**config.mk**
```make
export PLATFORM = sky130hd
export DESIGN_NAME = uart_tx
export DESIGN_NICKNAME = d
export VERILOG_FILES = /design/src/rtl/uart_pkg.sv /design/src/rtl/uart_baud_cnt.sv /design/src/rtl/uart_tx.sv
export SDC_FILE = /design/constraint.sdc
export NUM_CORES = 1
export LEC_CHECK = 0
export CELL_PAD_IN_SITES_DETAIL_PLACEMENT = 0
export CELL_PAD_IN_SITES_GLOBAL_PLACEMENT = 1
export CORE_UTILIZATION = 44
export DETAILED_ROUTE_END_ITERATION = 12
export GPL_TIMING_DRIVEN = 0
export HOLD_SLACK_MARGIN = 0.1
export PLACE_DENSITY_LB_ADDON = 0.1
export SYNTH_ARGS = -nofsm -noshare
export SYNTH_HDL_FRONTEND = slang
export SYNTH_SLANG_ARGS = --single-unit
```
**constraint.sdc**
```tcl
create_clock -name clk -period 2.2 [get_ports clk]
set_input_delay 0.33 -clock clk [delete_from_list [all_inputs] [get_ports clk]]
set_output_delay 0.33 -clock clk [all_outputs]
set_load 0.1 [all_outputs]
```
**src/rtl/uart_pkg.sv**
```systemverilog
// Shared UART types and helpers: parity modes, tx FSM states, bit-period math.
// Latency: n/a (types and constant functions only).
// Backpressure: n/a.
package uart_pkg;

  // Parity selection, encoded to match the PARITY parameter values.
  typedef enum logic [1:0] {
    PAR_NONE = 2'd0,
    PAR_ODD  = 2'd1,
    PAR_EVEN = 2'd2
  } parity_e;

  // Transmitter frame states. Three bits leave unused encodings,
  // which the FSM treats as a fault and recovers from.
  typedef enum logic [2:0] {
    S_IDLE   = 3'd0,
    S_START  = 3'd1,
    S_DATA   = 3'd2,
    S_PARITY = 3'd3,
    S_STOP   = 3'd4
  } tx_state_e;

  // Clock cycles per line bit, truncated. Shared with the receiver so both
  // sides of the link derive the same bit period from the same parameters.
  function automatic int calc_pulse_width(input int clk_freq, input int baud_rate);
    return clk_freq / baud_rate;
  endfunction

endpackage

```
**src/rtl/uart_baud_cnt.sv**
```systemverilog
// Bit-period down-counter: reload on i_load, o_bit_end while the count reads 0.
// Latency: i_load takes effect next edge; a bit spans exactly PULSE_WIDTH cycles.
// Backpressure: none; the counter free-runs down and parks at 0.
module uart_baud_cnt #(
  parameter int PULSE_WIDTH = 10
) (
  input  logic clk,
  input  logic rst,
  input  logic i_load,
  output logic o_bit_end
);

  localparam int CW = $clog2(PULSE_WIDTH) + 1;

  logic [CW-1:0] r_cnt;

  // Reload at each bit boundary, otherwise count down and hold at zero.
  always_ff @(posedge clk) begin
    if (rst) begin
      r_cnt <= '0;
    end else if (i_load) begin
      r_cnt <= CW'(PULSE_WIDTH - 1);
    end else if (r_cnt != '0) begin
      r_cnt <= r_cnt - CW'(1);
    end
  end

  // The current bit ends on the cycle the count reads zero.
  assign o_bit_end = (r_cnt == '0);

endmodule

```
**src/rtl/uart_tx.sv**
```systemverilog
// UART transmitter: start bit, DATA_WIDTH bits LSB first, optional parity, 1-2 stop bits.
// Latency: word accepted at edge k drives the start bit from edge k+1; frames chain with no gap.
// Backpressure: in_ready drops while the one-entry holding buffer is full or rst is high.
module uart_tx
  import uart_pkg::*;
#(
  parameter int DATA_WIDTH = 8,
  parameter int BAUD_RATE  = 115200,
  parameter int CLK_FREQ   = 100_000_000,
  parameter int STOP_BITS  = 1,
  parameter int PARITY     = 0
) (
  input  logic                  clk,
  input  logic                  rst,
  input  logic [DATA_WIDTH-1:0] in_data,
  input  logic                  in_valid,
  output logic                  in_ready,
  output logic                  tx_sig,
  output logic                  tx_busy
);

  localparam int      PULSE_WIDTH = calc_pulse_width(CLK_FREQ, BAUD_RATE);
  // Counts data bits, and is reused to count stop bits.
  localparam int      BCW         = $clog2(DATA_WIDTH) + 1;
  localparam parity_e PAR_MODE    = parity_e'(PARITY[1:0]);

  // Reject configurations the frame logic cannot represent.
  if (PULSE_WIDTH < 2) begin : g_chk_pulse
    $error("uart_tx: CLK_FREQ/BAUD_RATE must be at least 2");
  end
  if (STOP_BITS < 1 || STOP_BITS > 2) begin : g_chk_stop
    $error("uart_tx: STOP_BITS must be 1 or 2");
  end
  if (PARITY < 0 || PARITY > 2) begin : g_chk_par
    $error("uart_tx: PARITY must be 0 (none), 1 (odd) or 2 (even)");
  end

  // Frame state
  tx_state_e             r_state;
  tx_state_e             w_state_nxt;
  logic                  r_tx;
  logic                  w_tx_nxt;
  logic [DATA_WIDTH-1:0] r_shift;
  logic [DATA_WIDTH-1:0] w_shift_nxt;
  logic [DATA_WIDTH-1:0] w_shift_sh;
  logic                  r_par;
  logic                  w_par_nxt;
  logic [BCW-1:0]        r_bit_cnt;
  logic [BCW-1:0]        w_bit_cnt_nxt;

  // Holding buffer
  logic [DATA_WIDTH-1:0] r_buf;
  logic                  r_buf_vld;
  logic                  w_buf_par;

  // Control
  logic                  w_accept;
  logic                  w_drain;
  logic                  w_load;
  logic                  w_bit_end;

  assign in_ready   = !r_buf_vld && !rst;
  assign w_accept   = in_valid && in_ready;
  assign tx_busy    = ((r_state != S_IDLE) || r_buf_vld) && !rst;
  assign tx_sig     = r_tx;
  assign w_shift_sh = r_shift >> 1;
  // Parity is taken from the whole word as it leaves the buffer.
  assign w_buf_par  = (PAR_MODE == PAR_ODD) ? ~(^r_buf) : (^r_buf);

  uart_baud_cnt #(
    .PULSE_WIDTH (PULSE_WIDTH)
  ) u_baud_cnt (
    .clk       (clk),
    .rst       (rst),
    .i_load    (w_load),
    .o_bit_end (w_bit_end)
  );

  // Holding buffer: capture on handshake, release when the FSM drains it.
  always_ff @(posedge clk) begin
    if (rst) begin
      r_buf     <= '0;
      r_buf_vld <= 1'b0;
    end else if (w_accept) begin
      r_buf     <= in_data;
      r_buf_vld <= 1'b1;
    end else if (w_drain) begin
      r_buf_vld <= 1'b0;
    end
  end

  // FSM and datapath registers; reset drops any frame in flight.
  always_ff @(posedge clk) begin
    if (rst) begin
      r_state   <= S_IDLE;
      r_tx      <= 1'b1;
      r_shift   <= '0;
      r_par     <= 1'b0;
      r_bit_cnt <= '0;
    end else begin
      r_state   <= w_state_nxt;
      r_tx      <= w_tx_nxt;
      r_shift   <= w_shift_nxt;
      r_par     <= w_par_nxt;
      r_bit_cnt <= w_bit_cnt_nxt;
    end
  end

  // Next-state and line-level logic; every bit boundary reloads the baud counter.
  always_comb begin
    w_state_nxt   = r_state;
    w_tx_nxt      = r_tx;
    w_shift_nxt   = r_shift;
    w_par_nxt     = r_par;
    w_bit_cnt_nxt = r_bit_cnt;
    w_drain       = 1'b0;
    w_load        = 1'b0;

    case (r_state)
      S_IDLE: begin
        w_tx_nxt = 1'b1;
        if (r_buf_vld) begin
          w_drain       = 1'b1;
          w_load        = 1'b1;
          w_shift_nxt   = r_buf;
          w_par_nxt     = w_buf_par;
          w_bit_cnt_nxt = '0;
          w_tx_nxt      = 1'b0;
          w_state_nxt   = S_START;
        end
      end

      S_START: begin
        if (w_bit_end) begin
          w_load        = 1'b1;
          w_bit_cnt_nxt = '0;
          w_tx_nxt      = r_shift[0];
          w_state_nxt   = S_DATA;
        end
      end

      S_DATA: begin
        if (w_bit_end) begin
          w_load = 1'b1;
          if (r_bit_cnt == BCW'(DATA_WIDTH - 1)) begin
            w_bit_cnt_nxt = '0;
            if (PAR_MODE != PAR_NONE) begin
              w_tx_nxt    = r_par;
              w_state_nxt = S_PARITY;
            end else begin
              w_tx_nxt    = 1'b1;
              w_state_nxt = S_STOP;
            end
          end else begin
            w_shift_nxt   = w_shift_sh;
            w_tx_nxt      = w_shift_sh[0];
            w_bit_cnt_nxt = r_bit_cnt + BCW'(1);
          end
        end
      end

      S_PARITY: begin
        if (w_bit_end) begin
          w_load        = 1'b1;
          w_bit_cnt_nxt = '0;
          w_tx_nxt      = 1'b1;
          w_state_nxt   = S_STOP;
        end
      end

      S_STOP: begin
        if (w_bit_end) begin
          if (r_bit_cnt == BCW'(STOP_BITS - 1)) begin
            // Chain straight into the next start bit when a word is waiting.
            if (r_buf_vld) begin
              w_drain       = 1'b1;
              w_load        = 1'b1;
              w_shift_nxt   = r_buf;
              w_par_nxt     = w_buf_par;
              w_bit_cnt_nxt = '0;
              w_tx_nxt      = 1'b0;
              w_state_nxt   = S_START;
            end else begin
              w_bit_cnt_nxt = '0;
              w_tx_nxt      = 1'b1;
              w_state_nxt   = S_IDLE;
            end
          end else begin
            w_load        = 1'b1;
            w_bit_cnt_nxt = r_bit_cnt + BCW'(1);
            w_tx_nxt      = 1'b1;
          end
        end
      end

      default: begin
        w_state_nxt   = S_IDLE;
        w_tx_nxt      = 1'b1;
        w_bit_cnt_nxt = '0;
      end
    endcase
  end

endmodule

```
==> metrics.md <==
| Metric | Value |
|---|---|
| Area grow syn2layout | `19.2%` |
| Area contributors post-synth | `dfxtp_1 39%, mux2i_1 9.7%, nor2_1 5.2%, a21oi_1 4.0%, nand3_1 2.7%` |
| Reg2Reg Setup Slack | `between 100 and 150 ps` |
| DR vias | `~1500` |
| Top_reg_cell synth | `dfxtp_1` |
| Worst EP required | `around 1900 ps` |
| Starting Density | `0.462` |
| Worst path arrival time | `approximately 1800 ps` |
| Worst path top cell family by delay | `buffers and inverters` |
| FMAX | `roughly 470 MHz` |
| Tmin final | `between 2000 and 2500 ps` |
| CTS buffer count | `5` |
| DIE HEIGHT | `roughly 67 um` |
| Static leakage | `0.882 nW` |
| Register Area | `721 um^2` |
| Worst-path cell chain | `buf_2 -> inv_1 -> a31oi_2 -> clkdlybuf4s18_2` |
| Row cnt | `23` |
| Slowest Stage Delay on Critical Path | `approximately 560 ps` |
| DRC viols | `0` |
| Ports | `14` |
| Netlist cell types | `just under 50` |
| Crit path launch type | `register` |
| Clk_lat worst skew | `~290 ps` |
| Setup crit end kind | `primary output` |
| HP Class | `in -> reg` |
| # clock sinks | `36` |
| Fin crit share | `0.968` |
| Status | `finished clean` |
| Beginning of the worst hold path | `rst` |
| DIE AREA | `around 0.0045 mm^2` |
| Ys Warns | `0` |
| CP bufs+invs | `3` |
| Root Driver | `clkbuf_8` |
| Syn avg cell area | `8.99 um^2` |
| Worst slew pin tran | `969 ps` |
| Vias in the first global route | `~1400` |
| Routed vias/inst | `5.50` |
| Endpoint, Worst Hold | `r_state[1]` |
| P per Cell Area | `about 1100 mW/mm^2` |
| Share of post-route cells with drive strength above 1 | `0.169` |
| Post-route ant nets | `0` |
| Hold-critical path depth | `2` |
| Max Slew Vio Count | `0` |
| Global route overflow | `0` |
| Multi-input combinational cell area | `0.00108 mm^2` |
| R2R Path Start | `u_baud_cnt.r_cnt[0]` |
| Largest net degree at the start of global routing | `11` |
| Final worst-path setup slack | `71.2 ps` |
| CTS tree | `yes` |
| Most used cells in the layout excluding fill and tap cells | `36 x dfxtp_1, 25 x nor2_1, 18 x mux2i_1` |
| Total global-route track usage | `0.202` |
| #FFs+latches synth | `36` |
| EDFF count, synth | `0` |
| Commonest non-fill, non-tap cell in the layout | `dfxtp_1` |
| Worst slew margin | `0.352` |
| Post-Syn Area | `about 0.0019 mm^2` |
| R2r worst-path depth | `9` |
| 1st-iter DRT viols | `100` |
| Clock tree buffer depth | `2` |
| Worst-path fanout max | `10` |
| Global-route wire length before repair | `~6.7 mm` |
| Final Setup Violations | `0` |
| Util after Layout | `0.550` |
| Worst IR drop on VDD | `~0.00064 V` |
| Synth top area share | `0.387` |
| Fillers | `380` |
| Die Wd | `about 67 um` |
| Hold slack | `roughly 410 ps` |
| Pre-CTS WS | `-358 ps` |
| Core footprint | `roughly 0.0040 mm^2` |
| Syn Inst Count | `~210` |
| Inserted Diodes | `0` |
| Initial antenna violation count | `0` |
| Gp weighted congestion | `approximately 0.86` |
| DR pass1 iterations | `4` |
| Dominant cell type by area after synthesis | `dfxtp_1` |
| DP HPWL | `around 2.9 mm` |
| Synth Net Count | `around 220` |
| Hold_buf cts | `0` |
| Pwr Total | `0.00248 W` |
| Register area share after synthesis | `0.387` |
| Nets | `between 200 and 250` |
| Final hold vios | `0` |
| Drt wl/cell | `14.4 um` |
| Max Cap Viol | `0` |
| H-tree Lvls | `2` |
| Crit path kind | `reg -> out` |
| Total wire length | `about 4.0 mm` |
| Port Buffers | `12` |
| Clock slew at reported path FFs | `around 70 ps` |
| Clk_skew | `6.43 ps` |
| Slowest-stage cell, CP | `clkdlybuf4s18_2` |
| Synth async-reset ratio | `0` |
| Capturing point of the worst reg2reg path | `r_shift[5]` |
## worst max path at each step
stage	from	endpoint	slack [ps]	depth (start not counted)
finish	r_state[2]	tx_busy	70	4
global route	u_baud_cnt.r_cnt[0]	r_shift[5]	-8	9
CTS	u_baud_cnt.r_cnt[0]	u_baud_cnt.r_cnt[3]	10	8
detailed placement	rst	tx_busy	-360	4
global placement	rst	tx_busy	-360	4
floorplan	rst	tx_busy	170	3
## registers in the layout, summed over array words and instances, names as in the netlist
register	flops
tx_sig	1
r_bit_cnt	4
r_buf_vld	1
r_state	3
r_shift	8
r_buf	8
u_baud_cnt.r_cnt	11
## metrics by stage
step	cells	setup TNS, ps	area (um^2)
final	281	0	2220
after global routing	281	-9.02	2220
after CTS	277	0	2160
after detailed placement	269	-788	2050
after global placement	269	-711	2050
after floorplan	207	0	1870
## cells by family after synthesis
logic type	Yosys count	share of synthesized area
xor gates and xnor gates	5	0.0235
muxes	18	0.0968
AOI/OAI and AO/OA	49	0.192
adders and majority gates	3	0.0202
and+or+nand+nor	76	0.230
DFF	36	0.387
buffers and inverters	20	0.0498
## timing repair
item                                    in CTS  in global routing
endpoints found under the setup margin       9                 19
setup buffers                                1                  5
gates resized for setup                      5                  9
pin swaps                                    0                  3
## power breakdown
| part | switching (W) | leakage (nW) | internal [W] |
|---|---|---|---|
| Sequential | 0.000127 | 0.296 | 0.000783 |
| Combinational | 0.000595 | 0.536 | 0.000467 |
| Clock | 0.000227 | 0.0503 | 0.000279 |
## routing by layer
metal | track usage | vias to the layer above | wire [um]
met1 | 0.260 | 722 | 1960
met5 | 0 | - | 0
li1 | - | 782 | -
met4 | 0.0904 | 0 | 58
met2 | 0.314 | 38 | 1830
met3 | 0.0514 | 4 | 195
## final cells by class
class | instances | share of cell area
plain buffers | 10 | 0.0248
clock buffers | 7 | 0.0435
inverters | 9 | 0.0152
multi-input cells | 151 | 0.489
flip-flops and latches | 36 | 0.325
well taps | 50 | 0.0282
repair buffers | 18 | 0.0739
## synth_stat cells, types with 2 or more instances
cell type and count:
dfxtp_1 36, nor2_1 26, mux2i_1 18, a21oi_1 15, nand3_1 10, inv_1 9
nand2_1 9, a211oi_1 6, clkbuf_1 6, nor2b_1 6, a31oi_1 5, o21ai_0 5
and2_1 3, ha_1 3, nor3_1 3, xor2_1 3, a211oi_2 2, a21boi_0 2
a21o_1 2, buf_2 2, buf_4 2, nand2b_1 2, nor3_2 2, nor3b_1 2
o21bai_1 2, or2b_1 2, xnor2_1 2
Power figures use the tool's default switching activity.
